`src/rtl/nios_with_onchip_sdram_cpu_oci_dct_packer.sv`:
```
// Packs 2-bit trace atoms into 15-slot frames and offers them downstream over valid/ready.
// Optional DCT_DROP_COUNT_EN adds a saturating drop_count output.
module nios_with_onchip_sdram_cpu_oci_dct_packer #(
    parameter int unsigned ATOM_W  = 2,
    parameter int unsigned SLOTS   = 15,
    parameter int unsigned COUNT_W = 4
) (
    input  logic                      clk,
    input  logic                      reset,
    input  logic                      trace_enable,
    input  logic                      atom_valid,
    input  logic [ATOM_W-1:0]         atom_data,
    input  logic                      flush,
    input  logic                      ovf_clear,
    input  logic                      frame_ready,
    output logic                      frame_valid,
    output logic [ATOM_W*SLOTS-1:0]   dct_buffer,
    output logic [COUNT_W-1:0]        dct_count,
`ifdef DCT_DROP_COUNT_EN
    output logic [7:0]                drop_count,
`endif
    output logic                      overflow
);

    localparam int unsigned FRAME_W = ATOM_W * SLOTS;
    localparam logic [COUNT_W-1:0] FULL = COUNT_W'(SLOTS);

    logic [FRAME_W-1:0] pack_buf_q, pack_buf_d;
    logic [COUNT_W-1:0] pack_cnt_q, pack_cnt_d;
    logic               flush_pend_q, flush_pend_d;
    logic [FRAME_W-1:0] out_buf_q, out_buf_d;
    logic [COUNT_W-1:0] out_cnt_q, out_cnt_d;
    logic               frame_valid_q, frame_valid_d;
    logic               overflow_q, overflow_d;
`ifdef DCT_DROP_COUNT_EN
    logic [7:0]         drop_cnt_q, drop_cnt_d;
`endif

    logic               out_free;
    logic               xfer;
    logic               en_atom;
    logic               accept;
    logic               drop;
    logic [COUNT_W-1:0] wr_slot;

    always_comb begin
        out_free = !frame_valid_q || frame_ready;
        xfer     = out_free && ((pack_cnt_q == FULL) ||
                                (flush_pend_q && (pack_cnt_q != '0)));
        en_atom  = trace_enable && atom_valid;
        accept   = en_atom && ((pack_cnt_q < FULL) || xfer);
        drop     = en_atom && (pack_cnt_q == FULL) && !xfer;
        // A transfer empties the pack register, so a same-cycle atom lands in slot 0.
        wr_slot  = xfer ? '0 : pack_cnt_q;
    end

    always_comb begin
        pack_buf_d = xfer ? '0 : pack_buf_q;
        pack_cnt_d = xfer ? '0 : pack_cnt_q;
        if (accept) begin
            for (int unsigned k = 0; k < SLOTS; k++) begin
                if (COUNT_W'(k) == wr_slot) begin
                    pack_buf_d[k*ATOM_W +: ATOM_W] = atom_data;
                end
            end
            pack_cnt_d = wr_slot + COUNT_W'(1);
        end
    end

    // A new flush request applies to whatever remains in the pack register after this cycle.
    always_comb begin
        flush_pend_d = flush_pend_q;
        if (flush) begin
            flush_pend_d = 1'b1;
        end else if (xfer || (pack_cnt_q == '0)) begin
            flush_pend_d = 1'b0;
        end
    end

    always_comb begin
        out_buf_d     = out_buf_q;
        out_cnt_d     = out_cnt_q;
        frame_valid_d = frame_valid_q;
        if (xfer) begin
            out_buf_d     = pack_buf_q;
            out_cnt_d     = pack_cnt_q;
            frame_valid_d = 1'b1;
        end else if (frame_valid_q && frame_ready) begin
            frame_valid_d = 1'b0;
        end
    end

    always_comb begin
        overflow_d = overflow_q;
        if (drop) begin
            overflow_d = 1'b1;
        end else if (ovf_clear) begin
            overflow_d = 1'b0;
        end
    end

`ifdef DCT_DROP_COUNT_EN
    always_comb begin
        drop_cnt_d = drop_cnt_q;
        if (ovf_clear) begin
            drop_cnt_d = drop ? 8'd1 : 8'd0;
        end else if (drop && (drop_cnt_q != '1)) begin
            drop_cnt_d = drop_cnt_q + 8'd1;
        end
    end

    always_ff @(posedge clk or posedge reset) begin
        if (reset) begin
            drop_cnt_q <= '0;
        end else begin
            drop_cnt_q <= drop_cnt_d;
        end
    end

    assign drop_count = drop_cnt_q;
`endif

    always_ff @(posedge clk or posedge reset) begin
        if (reset) begin
            pack_buf_q    <= '0;
            pack_cnt_q    <= '0;
            flush_pend_q  <= 1'b0;
            out_buf_q     <= '0;
            out_cnt_q     <= '0;
            frame_valid_q <= 1'b0;
            overflow_q    <= 1'b0;
        end else begin
            pack_buf_q    <= pack_buf_d;
            pack_cnt_q    <= pack_cnt_d;
            flush_pend_q  <= flush_pend_d;
            out_buf_q     <= out_buf_d;
            out_cnt_q     <= out_cnt_d;
            frame_valid_q <= frame_valid_d;
            overflow_q    <= overflow_d;
        end
    end

    assign frame_valid = frame_valid_q;
    assign dct_buffer  = out_buf_q;
    assign dct_count   = out_cnt_q;
    assign overflow    = overflow_q;

endmodule

```
`config.mk`:
```
export PLATFORM = sky130hd
export DESIGN_NAME = nios_with_onchip_sdram_cpu_oci_dct_packer
export DESIGN_NICKNAME = d
export VERILOG_FILES = /design/src/rtl/nios_with_onchip_sdram_cpu_oci_dct_packer.sv
export SDC_FILE = /design/constraint.sdc
export NUM_CORES = 1
export LEC_CHECK = 0
export ABC_CLOCK_PERIOD_IN_PS = 6900
export CAP_MARGIN = 25
export CORE_MARGIN = 4
export CORE_UTILIZATION = 40
export DETAILED_ROUTE_END_ITERATION = 10
export PLACE_DENSITY_LB_ADDON = 0.3
export SYNTH_ARGS = -nofsm -noshare
export SYNTH_HDL_FRONTEND = slang
export SYNTH_SLANG_ARGS = --single-unit
```
`constraint.sdc`:
```
create_clock -name clk -period 6.9 [get_ports clk]
set_input_delay 1.38 -clock clk [delete_from_list [all_inputs] [get_ports clk]]
set_output_delay 1.38 -clock clk [all_outputs]
set_load 0.1 [all_outputs]
```
==> parameters.txt <==
Parameter                              Value

Placement
  Final GP Congestion    0.7388
  Number of buffers inserted by port buffering    44
  Cell area after placement    3525 µm²
  Pre-CTS setup slack    3.515 ns
  Half-perimeter wire length after detailed placement    4.026 mm

Critical path
  Cell family with the largest share of critical-path delay    buffers and inverters
  Crit path arrival time    1.84 ns
  Worst path required time    5.52 ns
  Cell-by-cell trace of the critical path    clkdlybuf4s50_1
  Crit Path Category    flop to primary output
  Maximum fanout along the worst path    2
  Worst setup EP type    primary output
  Worst Setup Start Kind    flop
  Cell with the biggest individual delay on the critical path    sky130_fd_sc_hd__clkdlybuf4s50_1
  Maximum cell stage delay along the critical path    1.14 ns
  Buffers and inverters on the worst path    1

Layout
  Post-route core utilization    51.01%
  Layout Area Growth over Synthesis    22.65%
  Fraction of final layout cells sized beyond drive strength 1    9.302%
  Most used cells in the layout excluding fill and tap cells    sky130_fd_sc_hd__dfrtp_1, sky130_fd_sc_hd__clkdlybuf4s50_1, sky130_fd_sc_hd__nand2_1
  Commonest non-fill, non-tap cell in the layout    sky130_fd_sc_hd__dfrtp_1
  Final Net Count    309
  Number of antenna cells inserted    0
  Design Area, Final    3720 µm²

GRT
  Total grt overflow    0
  Global-route wire length before repair    10.26 mm
  Antenna violations before repair    0
  Largest net degree at the start of global routing    72
  GRT Overall Usage    14.90%
  Via count of the first global-routing pass    2056

Clocking
  Number of clock buffers inserted by TritonCTS    9
  TritonCTS sink count    71
  Clock network latency to the later pin of the worst-skew pair    0.34 ns
  Number of instances resized during post-cts repair    0
  CTS tree    yes
  Quantity of hold-fixing buffers added after cts    0
  Maximum clock path buffer count    2
  Clock edge transition at the registers on the reported setup and hold paths    0.07 ns
  H-tree depth reported by CTS    3
  Clock tree root driver cell    sky130_fd_sc_hd__clkbuf_8
  Post-CTS setup repair buffer count    0

Timing
  Tightest hold margin    0.4900 ns
  Max transition margin    34.54%
  Aggregate negative setup slack    0 ns
  Setup repair after global routing missed its margin    no
  Slew at the pin with the worst max-slew slack    0.9788 ns
  Worst setup slack after layout    3.680 ns
  Post-route clock skew    0.009683 ns
  Share of the clock period used by the worst path after layout    46.66%
  Final min period    3.220 ns
  Final setup viols    0
  Total count of max-transition violations in the final report    0
  Highest clock rate    310.6 MHz
  Hold violation total from the final report    0

Power
  IR drop worst, VDD    0.1966 mV
  PD cells    381.1 nW/µm²
  Leakage power total    1.770 nW

Synthesis
  Total nets after synthesis    268
  Sequential-to-total area share from yosys stat    58.58%
  Synth cell types    33
  Count of mapped cells out of synthesis    255
  Synth Register Bits    71
  Count of synthesis-stage warnings from yosys    0
  Mean instance size in the synthesized netlist    11.89 µm²
  Synthesized cell area    3033 µm²

Floorplan
  Total core area    7292 µm²
  Top-level I/O count    45
  Die width    95.08 µm
  Starting utilization of the core area    41.59%
  Die span in y    95.08 µm
  FP Rows    31
  Die area    9039 µm²

Hold path
  Path class of the lowest-slack min-delay path    flop to flop

Outcome
  Result of the run    finished clean

Drt
  Starting DRT DRC Count    75
  Routed wirelength normalized by instance count    14.91 µm
  DRC violations left    0
  Count of antenna-violating nets left after detailed routing    0
  Total wire length after detailed routing    5.964 mm
  DR vias/cell    5.045
  TritonRoute pass-1 iters    4
  Vias after detailed routing    2018

Job
  Max-cap violation count    0
## final cells by class
cell class              count  area [µm²]
repair buffers             47       462.9
flip-flops and latches     71        1777
well taps                  99       123.9
fillers                   698        3572
multi-input cells         161        1139
clock buffers              14       182.7
inverters                   6       22.52
clock inverters             2       12.51
## flip-flops by register name, indices dropped and copies added, names as in the netlist
signal        cells
flush_pend_q      1
pack_cnt_q        4
frame_valid       1
pack_buf_q       30
overflow          1
dct_buffer       30
dct_count         4
## worst paths after layout
path | start | end | slack, ns | cells after the start
worst min-delay path | dct_buffer[1]$_DFFE_PP0P_ | dct_buffer[1]$_DFFE_PP0P_ | 0.49 | 1
worst max register to register | pack_cnt_q[3]$_DFF_PP0_ | pack_buf_q[29]$_DFF_PP0_ | 4.65 | 8
worst min register to register | dct_buffer[1]$_DFFE_PP0P_ | dct_buffer[1]$_DFFE_PP0P_ | 0.49 | 1
worst max-delay path | dct_count[0]$_DFFE_PP0P_ | dct_count[0] | 3.68 | 1
max in group asynchronous | reset | dct_buffer[21]$_DFFE_PP0P_ | 4.69 | 3
min in group asynchronous | reset | dct_buffer[19]$_DFFE_PP0P_ | 1.64 | 3
## logic make-up after synthesis
kind of cell               synth area share, %
and+or+nand+nor                          11.76
DFF                                      58.58
muxes                                    17.24
AOI/OAI and AO/OA                        6.312
buffers and inverters                    3.877
adders and majority gates                1.650
xor gates and xnor gates                0.5777
## stage by stage
| step | total power [mW] | instances |
|---|---|---|
| 2_1_floorplan | 0.9938 | 255 |
| 3_3_place_gp | 1.109 | 384 |
| 3_5_place_dp | 1.117 | 384 |
| 4_1_cts | 1.435 | 400 |
| 5_1_grt | 1.494 | 400 |
| 6_report | 1.418 | 400 |
## routing by layer
layer / routed length [µm] / share of wire (%) / global-route usage (%) / up-vias
li1: - / - / - / 963
met1: 2754 / 46 / 20.37 / 1001
met2: 2812 / 47 / 22.33 / 47
met3: 338 / 5.7 / 5.841 / 7
met4: 59 / 0.99 / 3.606 / 0
met5: 0 / 0 / 0 / -
## synthesized netlist by cell type
| cell type | n | area share [%] |
|---|---|---|
| sky130_fd_sc_hd__ha_1 | 4 | 1.7 |
| sky130_fd_sc_hd__o22ai_1 | 1 | 0.21 |
| sky130_fd_sc_hd__mux2_1 | 29 | 11 |
| sky130_fd_sc_hd__nand4_1 | 1 | 0.21 |
| sky130_fd_sc_hd__clkbuf_1 | 12 | 1.5 |
| sky130_fd_sc_hd__mux2i_1 | 14 | 4.6 |
| sky130_fd_sc_hd__o21ai_0 | 2 | 0.33 |
| sky130_fd_sc_hd__o21ai_1 | 1 | 0.16 |
| sky130_fd_sc_hd__o31a_1 | 1 | 0.29 |
| sky130_fd_sc_hd__xor2_1 | 1 | 0.29 |
| sky130_fd_sc_hd__nand2_1 | 38 | 4.7 |
| sky130_fd_sc_hd__xnor2_1 | 1 | 0.29 |
| sky130_fd_sc_hd__inv_1 | 6 | 0.74 |
| sky130_fd_sc_hd__nor2_1 | 8 | 0.99 |
| sky130_fd_sc_hd__buf_2 | 1 | 0.16 |
| sky130_fd_sc_hd__mux2_2 | 5 | 1.9 |
| sky130_fd_sc_hd__and4b_1 | 2 | 0.66 |
| sky130_fd_sc_hd__or4_1 | 1 | 0.25 |
| sky130_fd_sc_hd__nand2_2 | 1 | 0.21 |
| sky130_fd_sc_hd__and3_1 | 5 | 1.0 |
| sky130_fd_sc_hd__dfrtp_1 | 71 | 59 |
| sky130_fd_sc_hd__o211ai_1 | 3 | 0.74 |
| sky130_fd_sc_hd__a31oi_1 | 1 | 0.21 |
| sky130_fd_sc_hd__and4_1 | 1 | 0.29 |
| sky130_fd_sc_hd__a41oi_1 | 1 | 0.29 |
| sky130_fd_sc_hd__a31o_2 | 2 | 0.58 |
| sky130_fd_sc_hd__nand3_1 | 17 | 2.8 |
| sky130_fd_sc_hd__a21oi_1 | 17 | 2.8 |
| sky130_fd_sc_hd__and2_1 | 1 | 0.21 |
| sky130_fd_sc_hd__nand2b_1 | 1 | 0.21 |
| sky130_fd_sc_hd__nor2b_1 | 1 | 0.21 |
| sky130_fd_sc_hd__o211ai_4 | 1 | 0.70 |
| sky130_fd_sc_hd__buf_6 | 4 | 1.5 |
## report_power, final
part	internal, mW	switching (mW)	total (mW)	leakage, nW
combinational	0.152	0.419	0.571	0.697
sequential	0.479	0.0517	0.531	0.974
clock	0.170	0.146	0.316	0.0987
total	0.801	0.617	1.42	1.77
Power figures use the tool's default switching activity.
